**src/rtl/projectiles_pkg.sv**
```systemverilog
// Shared slot-pool definitions for the projectile allocator, RGB mux and projectile objects.
// Slot order is enemy slots first, then player slots. The RGB mux uses the same order for draw priority.
package projectiles_pkg;
   localparam int ENEMY_PROJECTILES  = 8;
   localparam int PLAYER_PROJECTILES = 4;
   localparam int NUM_PROJECTILES    = ENEMY_PROJECTILES + PLAYER_PROJECTILES;

   typedef logic [NUM_PROJECTILES-1:0] slot_vec_t;
   typedef logic [7:0]                 age_t;

   localparam age_t AGE_MAX = 8'd255;
endpackage

```
**src/rtl/projectiles_slot_finder.sv**
```systemverilog
// Lowest-index-first priority encoder over a free-slot mask.
// Produces a one-hot grant and a flag that is set when any slot is free.
module projectiles_slot_finder #(
   parameter int W = 4
) (
   input  logic [W-1:0] free,
   output logic [W-1:0] grant,
   output logic         any_free
);

   logic found_s;

   // pick the lowest set bit of the free mask
   always_comb begin
      grant   = '0;
      found_s = 1'b0;
      for (int i = 0; i < W; i++) begin
         if (free[i] && !found_s) begin
            grant[i] = 1'b1;
            found_s  = 1'b1;
         end else begin
            grant[i] = grant[i];
         end
      end
   end

   assign any_free = |free;

endmodule

```
**src/rtl/projectiles_allocator.sv**
```systemverilog
// Projectile slot pool: claims the lowest free slot per group on fire requests and pulses launch.
// Also tracks each slot's lifetime until collision, off-screen exit or timeout releases it.
module projectiles_allocator
   import projectiles_pkg::*;
#(
   parameter int LIFETIME_FRAMES = 120,
   parameter int PLAYER_COOLDOWN = 10
) (
   input  logic      clk,
   input  logic      resetN,
   input  logic      startOfFrame,
   input  logic      playerFire,
   input  logic      enemyFire,
   input  slot_vec_t collision,
   input  slot_vec_t offScreen,
   output slot_vec_t launch,
   output slot_vec_t active,
   output logic      playerReady,
   output logic      enemyFull,
   output logic      dropped
);

   localparam age_t LIFETIME_LAST = age_t'(LIFETIME_FRAMES - 1);
   localparam age_t COOLDOWN_LOAD = age_t'(PLAYER_COOLDOWN);

   slot_vec_t                        active_r;
   slot_vec_t                        launch_r;
   logic                             dropped_r;
   age_t                             age_r [NUM_PROJECTILES];
   age_t                             cooldown_r;

   logic [ENEMY_PROJECTILES-1:0]     enemy_grant_s;
   logic [PLAYER_PROJECTILES-1:0]    player_grant_s;
   logic                             enemy_any_free_s;
   logic                             player_any_free_s;
   logic                             player_accept_s;
   logic                             enemy_accept_s;
   slot_vec_t                        launch_s;
   slot_vec_t                        release_s;

   // allocation looks only at the registered active vector, so a slot released this cycle is not reused until next cycle
   projectiles_slot_finder #(.W(ENEMY_PROJECTILES)) u_enemy_finder (
      .free     (~active_r[ENEMY_PROJECTILES-1:0]),
      .grant    (enemy_grant_s),
      .any_free (enemy_any_free_s)
   );

   projectiles_slot_finder #(.W(PLAYER_PROJECTILES)) u_player_finder (
      .free     (~active_r[NUM_PROJECTILES-1:ENEMY_PROJECTILES]),
      .grant    (player_grant_s),
      .any_free (player_any_free_s)
   );

   assign playerReady     = player_any_free_s && (cooldown_r == 8'd0);
   assign enemyFull       = ~enemy_any_free_s;
   assign player_accept_s = playerFire && playerReady;
   assign enemy_accept_s  = enemyFire && enemy_any_free_s;
   assign launch_s        = {{PLAYER_PROJECTILES{player_accept_s}} & player_grant_s,
                             {ENEMY_PROJECTILES{enemy_accept_s}} & enemy_grant_s};

   // per-slot release requests, masked to in-flight slots
   always_comb begin
      release_s = '0;
      for (int i = 0; i < NUM_PROJECTILES; i++) begin
         release_s[i] = active_r[i] & (collision[i] | offScreen[i] |
                                       (startOfFrame & (age_r[i] == LIFETIME_LAST)));
      end
   end

   // slot state, launch/drop pulses and player cooldown
   always_ff @(posedge clk or negedge resetN) begin
      if (!resetN) begin
         active_r   <= '0;
         launch_r   <= '0;
         dropped_r  <= 1'b0;
         cooldown_r <= 8'd0;
      end else begin
         active_r  <= (active_r & ~release_s) | launch_s;
         launch_r  <= launch_s;
         dropped_r <= enemyFire && !enemy_any_free_s;
         if (player_accept_s) begin
            cooldown_r <= COOLDOWN_LOAD;
         end else if (startOfFrame && (cooldown_r != 8'd0)) begin
            cooldown_r <= cooldown_r - 8'd1;
         end else begin
            cooldown_r <= cooldown_r;
         end
      end
   end

   // per-slot frame age, cleared on launch and saturating at the top
   always_ff @(posedge clk or negedge resetN) begin
      if (!resetN) begin
         for (int i = 0; i < NUM_PROJECTILES; i++) begin
            age_r[i] <= 8'd0;
         end
      end else begin
         for (int i = 0; i < NUM_PROJECTILES; i++) begin
            if (launch_s[i]) begin
               age_r[i] <= 8'd0;
            end else if (startOfFrame && active_r[i] && (age_r[i] != AGE_MAX)) begin
               age_r[i] <= age_r[i] + 8'd1;
            end else begin
               age_r[i] <= age_r[i];
            end
         end
      end
   end

   assign launch  = launch_r;
   assign active  = active_r;
   assign dropped = dropped_r;

endmodule

```
**config.mk**
```make
export PLATFORM = sky130hd
export DESIGN_NAME = projectiles_allocator
export DESIGN_NICKNAME = d
export VERILOG_FILES = /design/src/rtl/projectiles_pkg.sv /design/src/rtl/projectiles_slot_finder.sv /design/src/rtl/projectiles_allocator.sv
export SDC_FILE = /design/constraint.sdc
export NUM_CORES = 1
export LEC_CHECK = 0
export CORE_MARGIN = 2
export CORE_UTILIZATION = 40
export CTS_CLUSTER_DIAMETER = 50
export CTS_CLUSTER_SIZE = 30
export DETAILED_ROUTE_END_ITERATION = 7
export GPL_TIMING_DRIVEN = 0
export HOLD_SLACK_MARGIN = 0.03
export PLACE_DENSITY = 0.55
export SLEW_MARGIN = 20
export SYNTH_ARGS = -nofsm -noshare
export SYNTH_HDL_FRONTEND = slang
export SYNTH_SLANG_ARGS = --single-unit
export TNS_END_PERCENT = 1
```
**constraint.sdc**
```tcl
create_clock -name clk -period 3.6 [get_ports clk]
set_input_delay 1.08 -clock clk [delete_from_list [all_inputs] [get_ports clk]]
set_output_delay 1.08 -clock clk [all_outputs]
set_load 0.05 [all_outputs]
```
==> results of run 1 <==
[synthesized netlist by cell type, types with 11 or more instances]
master and number:
dfrtp_1 129, nor2_1 106, nand2_1 47, nand3_1 41, nand4_1 27, nor3_1 25, a21oi_1 24, mux2i_1 23
xor2_1 20, xnor2_1 18, a31oi_1 17, a211oi_1 15, and3_1 15, inv_1 14, ha_1 13, and4_1 11
[state kept, by name, indices dropped and copies added (netlist names)]
signal,count
active,12
age_r,96
cooldown_r,8
dropped,1
launch,12
[per-layer routing]
layer | part of all wire (%) | GRT usage, % | vias to the layer above
li1 | - | - | 2689
met1 | 49 | 24.0 | 2676
met2 | 47 | 28.6 | 64
met3 | 2.5 | 3.95 | 10
met4 | 1.1 | 6.51 | 0
met5 | 0 | 0 | -
[where the power goes]
group / switching [W] / total (W) / internal (W)
Sequential: 0.000103 / 0.00164 / 0.00154
Clock: 0.000610 / 0.00168 / 0.00107
Combinational: 0.000197 / 0.000351 / 0.000155
Total: 0.000910 / 0.00367 / 0.00276
[logic make-up (layout without fill, tap and decap cells)]
kind of cell,after synthesis,count (layout),synth area share (%)
flip-flops,129,129,48.7
buffers and inverters,34,121,2.51
multiplexers,23,23,3.48
adder cells (fa/ha/maj),13,13,2.46
AND/OR/NAND/NOR,330,330,25.4
XOR/XNOR,38,38,5.03
AO/OA/AOI/OAI,118,118,12.4
[per-stage QoR]
step | total power (W) | hold slack, ps
final | 0.00367 | 513
after global routing | 0.00385 | 523
after CTS | 0.00372 | 511
after detailed placement | 0.00202 | 498
after global placement | 0.00199 | 497
after floorplan | 0.00186 | 466
[worst max-delay path, cell delays in order, from the launching register on]
cell	delay (ps)
dfrtp_1	450
nor4_2	460
nand3_1	130
nor2_1	150
clkdlybuf4s50_1	820
[final timing paths]
kind	end	slack, ps	depth (start not counted)
worst max-delay path	playerReady	100	4
worst min-delay path	cooldown_r[7]	510	1
worst max register to register	age_r[10]	1420	7
worst min register to register	cooldown_r[7]	510	1
max in group asynchronous	age_r[52]	2320	2
min in group asynchronous	age_r[5]	540	1
[final cells by class]
class                      count  area (sq um)  area share, %
tap                          220           275           3.42
clock inverter                 6          80.1          0.994
inverter                      14          52.6          0.653
clock buffer                  25           485           6.03
timing repair buffer          56           583           7.24
multi-input combinational    522          3230           40.2
sequential                   129          3230           40.1
buffer                        20           114           1.41
[repair_timing]
| item | 4_1_cts | 5_1_grt |
|---|---|---|
| resized for setup | 1 | 0 |
| buffers inserted | 0 | 0 |
| setup endpoints to repair | 1 | 0 |
==> results.sh, run 1 <==
export IMPL_finalSetupViolations=0
export IMPL_synth_top_area_cell="dfrtp_1"
export IMPL_grt_pass1_wl_microns=25600
export IMPL_timing_final_crit_period_ps=3500
export IMPL_antenna_found_initial=0
export IMPL_drv_cap=0
export IMPL_finalHoldViolations=0
export IMPL_power_density_nw_per_um2=456
export IMPL_antenna_diode_count=0
export IMPL_final_common_cell="dfrtp_1"
export IMPL_routedWlPerCell_microns=14.9
export IMPL_arrival_ps=2420
export IMPL_setup_ws_ps=102
export IMPL_syn_area_sq_um=6620
export IMPL_grt_setup_unrepaired="no"
export IMPL_postLayoutCoreUtil_pct=49.1
export IMPL_r2r_start="cooldown_r[0]"
export IMPL_final_cell_mix="dfrtp_1 (129), nor2_1 (106), clkdlybuf4s50_1 (54)"
export IMPL_cts_sinks=129
export IMPL_drt_iter0_drc=247
export IMPL_fin_cells=992
export IMPL_drv_slew=0
export IMPL_fin_setup_tns_ps=0
export IMPL_cts_tree="done"
export IMPL_grt_use_total_pct=17.9
export IMPL_synth_top_flop_cell="dfrtp_1"
export IMPL_syn_inst=685
export IMPL_cp_startpoint="cooldown_r[2]"
export IMPL_yosysWarnings=0
export IMPL_grt_pass1_vias=5280
export IMPL_synth_cell_types=60
export IMPL_synth_nets=727
export IMPL_dieArea_sq_um=17600
export IMPL_synth_top_area_share_pct=48.7
export IMPL_routed_via_density=5.48
export IMPL_post_route_period_util_pct=97.2
export IMPL_postCtsHoldBufs=0
export IMPL_crit_path_start_kind="register"
export IMPL_start_util_pct=40.4
export IMPL_gr_total_overflow=0
export IMPL_fill_cells=1537
export IMPL_dp_slack_ps=-57.9
export IMPL_p_leak_nw=3.47
export IMPL_hold_path_class="register to register"
export IMPL_cts_buffers=17
export IMPL_place_gp_congestion=0.826
export IMPL_place_hpwl_microns=9970
export IMPL_ys_seq_area_share_pct=48.7
export IMPL_io_pins=56
export IMPL_final_cell_area_sq_um=8050
export IMPL_drive_gt1_share_pct=7.64
export IMPL_dpl_cell_area_sq_um=7480
export IMPL_clockBufferDepth=2
export IMPL_synthToLayoutAreaGrowth_pct=21.6
export IMPL_ys_top_cells_by_area="dfrtp_1 (49%), nor2_1 (6.0%), mux2i_1 (3.5%), nand3_1 (3.1%), nand2_1 (2.7%)"
export IMPL_cp_end_kind="primary output"
export IMPL_vias=5439
export IMPL_h_tree_depth=4
export IMPL_max_freq_mhz=286
export IMPL_slew_headroom_pct=53.7
export IMPL_synth_seq_cells=129
export IMPL_die_h_microns=133
export IMPL_clock_latency_ps=420
export IMPL_peakVddDrop_mv=0.349
export IMPL_crit_fanout=6
export IMPL_drt_wl_total_microns=14800
export IMPL_synth_edf_count=0
export IMPL_worstMarginPinSlew_ps=692
export IMPL_min_from="cooldown_r[7]"
export IMPL_crit_type="register to primary output"
export IMPL_grt_max_degree=88
export IMPL_status="finished, final reports clean"
export IMPL_required_ps=2520
export IMPL_coreArea_sq_um=16400
export IMPL_fin_skew_ps=10.2
export IMPL_die_w_microns=133
export IMPL_synthArstFlopShare_pct=100
export IMPL_row_count=47
export IMPL_avgSynthCellArea_sq_um=9.67
export IMPL_path_clk_slew_ps=50
export IMPL_drtPass1Iterations=4
export IMPL_drc_errors=0
export IMPL_cts_root_buffer="clkbuf_16"
export IMPL_dp_cells=961
export IMPL_ant_nets=0
export IMPL_fin_nets=802
export IMPL_portBuffers=55
Power figures use the tool's default switching activity.
==> inputs of run 2 (changes only) <==
--- a/config.mk
+++ b/config.mk
@@ -13,7 +13,6 @@
 export GPL_TIMING_DRIVEN = 0
 export HOLD_SLACK_MARGIN = 0.03
 export PLACE_DENSITY = 0.55
-export SLEW_MARGIN = 20
 export SYNTH_ARGS = -nofsm -noshare
 export SYNTH_HDL_FRONTEND = slang
 export SYNTH_SLANG_ARGS = --single-unit
==> results.sh, run 2 (synthesized netlist as in run 1, its figures left out) <==
export IMPL_crit_fanout=10
export IMPL_peakVddDrop_mv=0.338
export IMPL_grt_pass1_wl_microns=25200
export IMPL_fill_cells=1546
export IMPL_start_util_pct=40.4
export IMPL_slowest_stage="clkdlybuf4s50_1"
export IMPL_timing_final_crit_period_ps=3440
export IMPL_wl_met3_microns=425
export IMPL_setup_ws_ps=163
export IMPL_crit_chain="clkbuf_1 -> nand4_1 -> nor2_1 -> clkdlybuf4s50_1"
export IMPL_vias=5400
export IMPL_io_pins=56
export IMPL_hold_depth=1
export IMPL_required_ps=2520
export IMPL_drv_slew=0
export IMPL_fin_nets=802
export IMPL_reg2regPathDepth=7
export IMPL_cts_sinks=129
export IMPL_cp_end_kind="primary output"
export IMPL_hold_path_class="register to register"
export IMPL_row_count=47
export IMPL_postCtsHoldBufs=0
export IMPL_drtPass1Iterations=4
export IMPL_fin_setup_tns_ps=0
export IMPL_portBuffers=55
export IMPL_place_hpwl_microns=9980
export IMPL_crit_path_start_kind="register"
export IMPL_dpl_cell_area_sq_um=7480
export IMPL_final_cell_mix="dfrtp_1 (129), nor2_1 (106), clkdlybuf4s50_1 (53)"
export IMPL_final_common_cell="dfrtp_1"
export IMPL_met1_length_microns=7150
export IMPL_grt_use_total_pct=17.6
export IMPL_power_density_nw_per_um2=455
export IMPL_gr_total_overflow=0
export IMPL_post_route_period_util_pct=95.5
export IMPL_antenna_found_initial=0
export IMPL_finalHoldViolations=0
export IMPL_path_clk_slew_ps=50
export IMPL_h_tree_depth=4
export IMPL_r2r_start="cooldown_r[0]"
export IMPL_arrival_ps=2360
export IMPL_regMostFlops="age_r"
export IMPL_p_leak_nw=3.48
export IMPL_cp_slowest_stage_delay_ps=840
export IMPL_largest_reg_flops=96
export IMPL_synthToLayoutAreaGrowth_pct=21.6
export IMPL_finalSetupViolations=0
export IMPL_worstMarginPinSlew_ps=713
export IMPL_clock_latency_ps=410
export IMPL_antenna_diode_count=0
export IMPL_dieArea_sq_um=17600
export IMPL_clockBufferDepth=2
export IMPL_die_w_microns=133
export IMPL_fin_cells=992
export IMPL_status="finished, final reports clean"
export IMPL_ant_nets=0
export IMPL_wl_met2_microns=6900
export IMPL_hold_ws_ps=513
export IMPL_min_from="cooldown_r[7]"
export IMPL_dp_cells=961
export IMPL_fin_skew_ps=10.9
export IMPL_place_gp_congestion=0.826
export IMPL_max_freq_mhz=291
export IMPL_cts_root_buffer="clkbuf_16"
export IMPL_slew_headroom_pct=51.8
export IMPL_grt_setup_unrepaired="no"
export IMPL_drt_iter0_drc=250
export IMPL_min_to="cooldown_r[7]"
export IMPL_grt_max_degree=88
export IMPL_cts_tree="done"
export IMPL_drv_cap=0
export IMPL_die_h_microns=133
export IMPL_multi_input_area_sq_um=3230
export IMPL_crit_type="register to primary output"
export IMPL_routedWlPerCell_microns=14.7
export IMPL_cts_buffers=17
export IMPL_drc_errors=0
export IMPL_dp_slack_ps=-51.3
export IMPL_r2r_end="age_r[15]"
export IMPL_coreArea_sq_um=16400
export IMPL_final_cell_area_sq_um=8050
export IMPL_reg2reg_setup_slack_ps=1410
export IMPL_seq_area_sq_um=3230
export IMPL_routed_via_density=5.44
export IMPL_grt_pass1_vias=5199
export IMPL_drt_wl_total_microns=14600
export IMPL_drive_gt1_share_pct=7.64
export IMPL_top_layer_used="met4"
==> run 2: cell count changes in the layout (fill, tap and decap cells not counted), sizes merged <==
cell / delta
dlymetal6s2s: +1
clkdlybuf4s50: -1
==> run 2: power by group <==
group	leakage [nW]	internal (W)	switching (W)	total, W
clock	0.281	0.00107	0.000602	0.00167
sequential	1.77	0.00154	0.000102	0.00164
combinational	1.43	0.000154	0.000197	0.000351
==> run 2: worst max-delay path: cells and delay by family (launching register included) <==
family                 cells  cell delay [ps]
buffers and inverters      2             1190
AND/OR/NAND/NOR            2              390
flip-flops                 1              370
==> run 2: cell type report <==
| cell class | count | area share (%) |
|---|---|---|
| Buffer | 20 | 1.41 |
| Inverter | 14 | 0.653 |
| Tap cell | 220 | 3.42 |
| Timing Repair Buffer | 56 | 7.23 |
| Multi-Input combinational cell | 522 | 40.2 |
| Sequential cell | 129 | 40.1 |
| Clock buffer | 25 | 6.03 |
| Clock inverter | 6 | 0.995 |
==> run 2: through the flow <==
stage                     power, W  utilization, %
final                      0.00366            49.1
after global routing       0.00384            49.1
after CTS                  0.00371            49.1
after detailed placement   0.00202            45.6
after global placement     0.00199            45.4
after floorplan            0.00186               -
==> run 2: worst max path at each step <==
stage	start	end	cells past startpoint
2_1_floorplan	active[5]	enemyFull	3
6_report	active[5]	enemyFull	4
3_5_place_dp	startOfFrame	active[11]	6
3_3_place_gp	resetN	age_r[38]	1
5_1_grt	active[5]	enemyFull	4
4_1_cts	cooldown_r[2]	playerReady	4
==> run 2: repair_timing <==
| action | 4_1_cts | 5_1_grt |
|---|---|---|
| setup buffers | 0 | 0 |
| gates resized for setup | 1 | 1 |
| endpoints found under the setup margin | 1 | 1 |
==> run 2: routing by layer <==
layer | track usage [%] | up-vias
met5 | 0 | -
met4 | 5.79 | 0
met3 | 4.33 | 10
met2 | 28.0 | 75
met1 | 23.6 | 2627
li1 | - | 2688
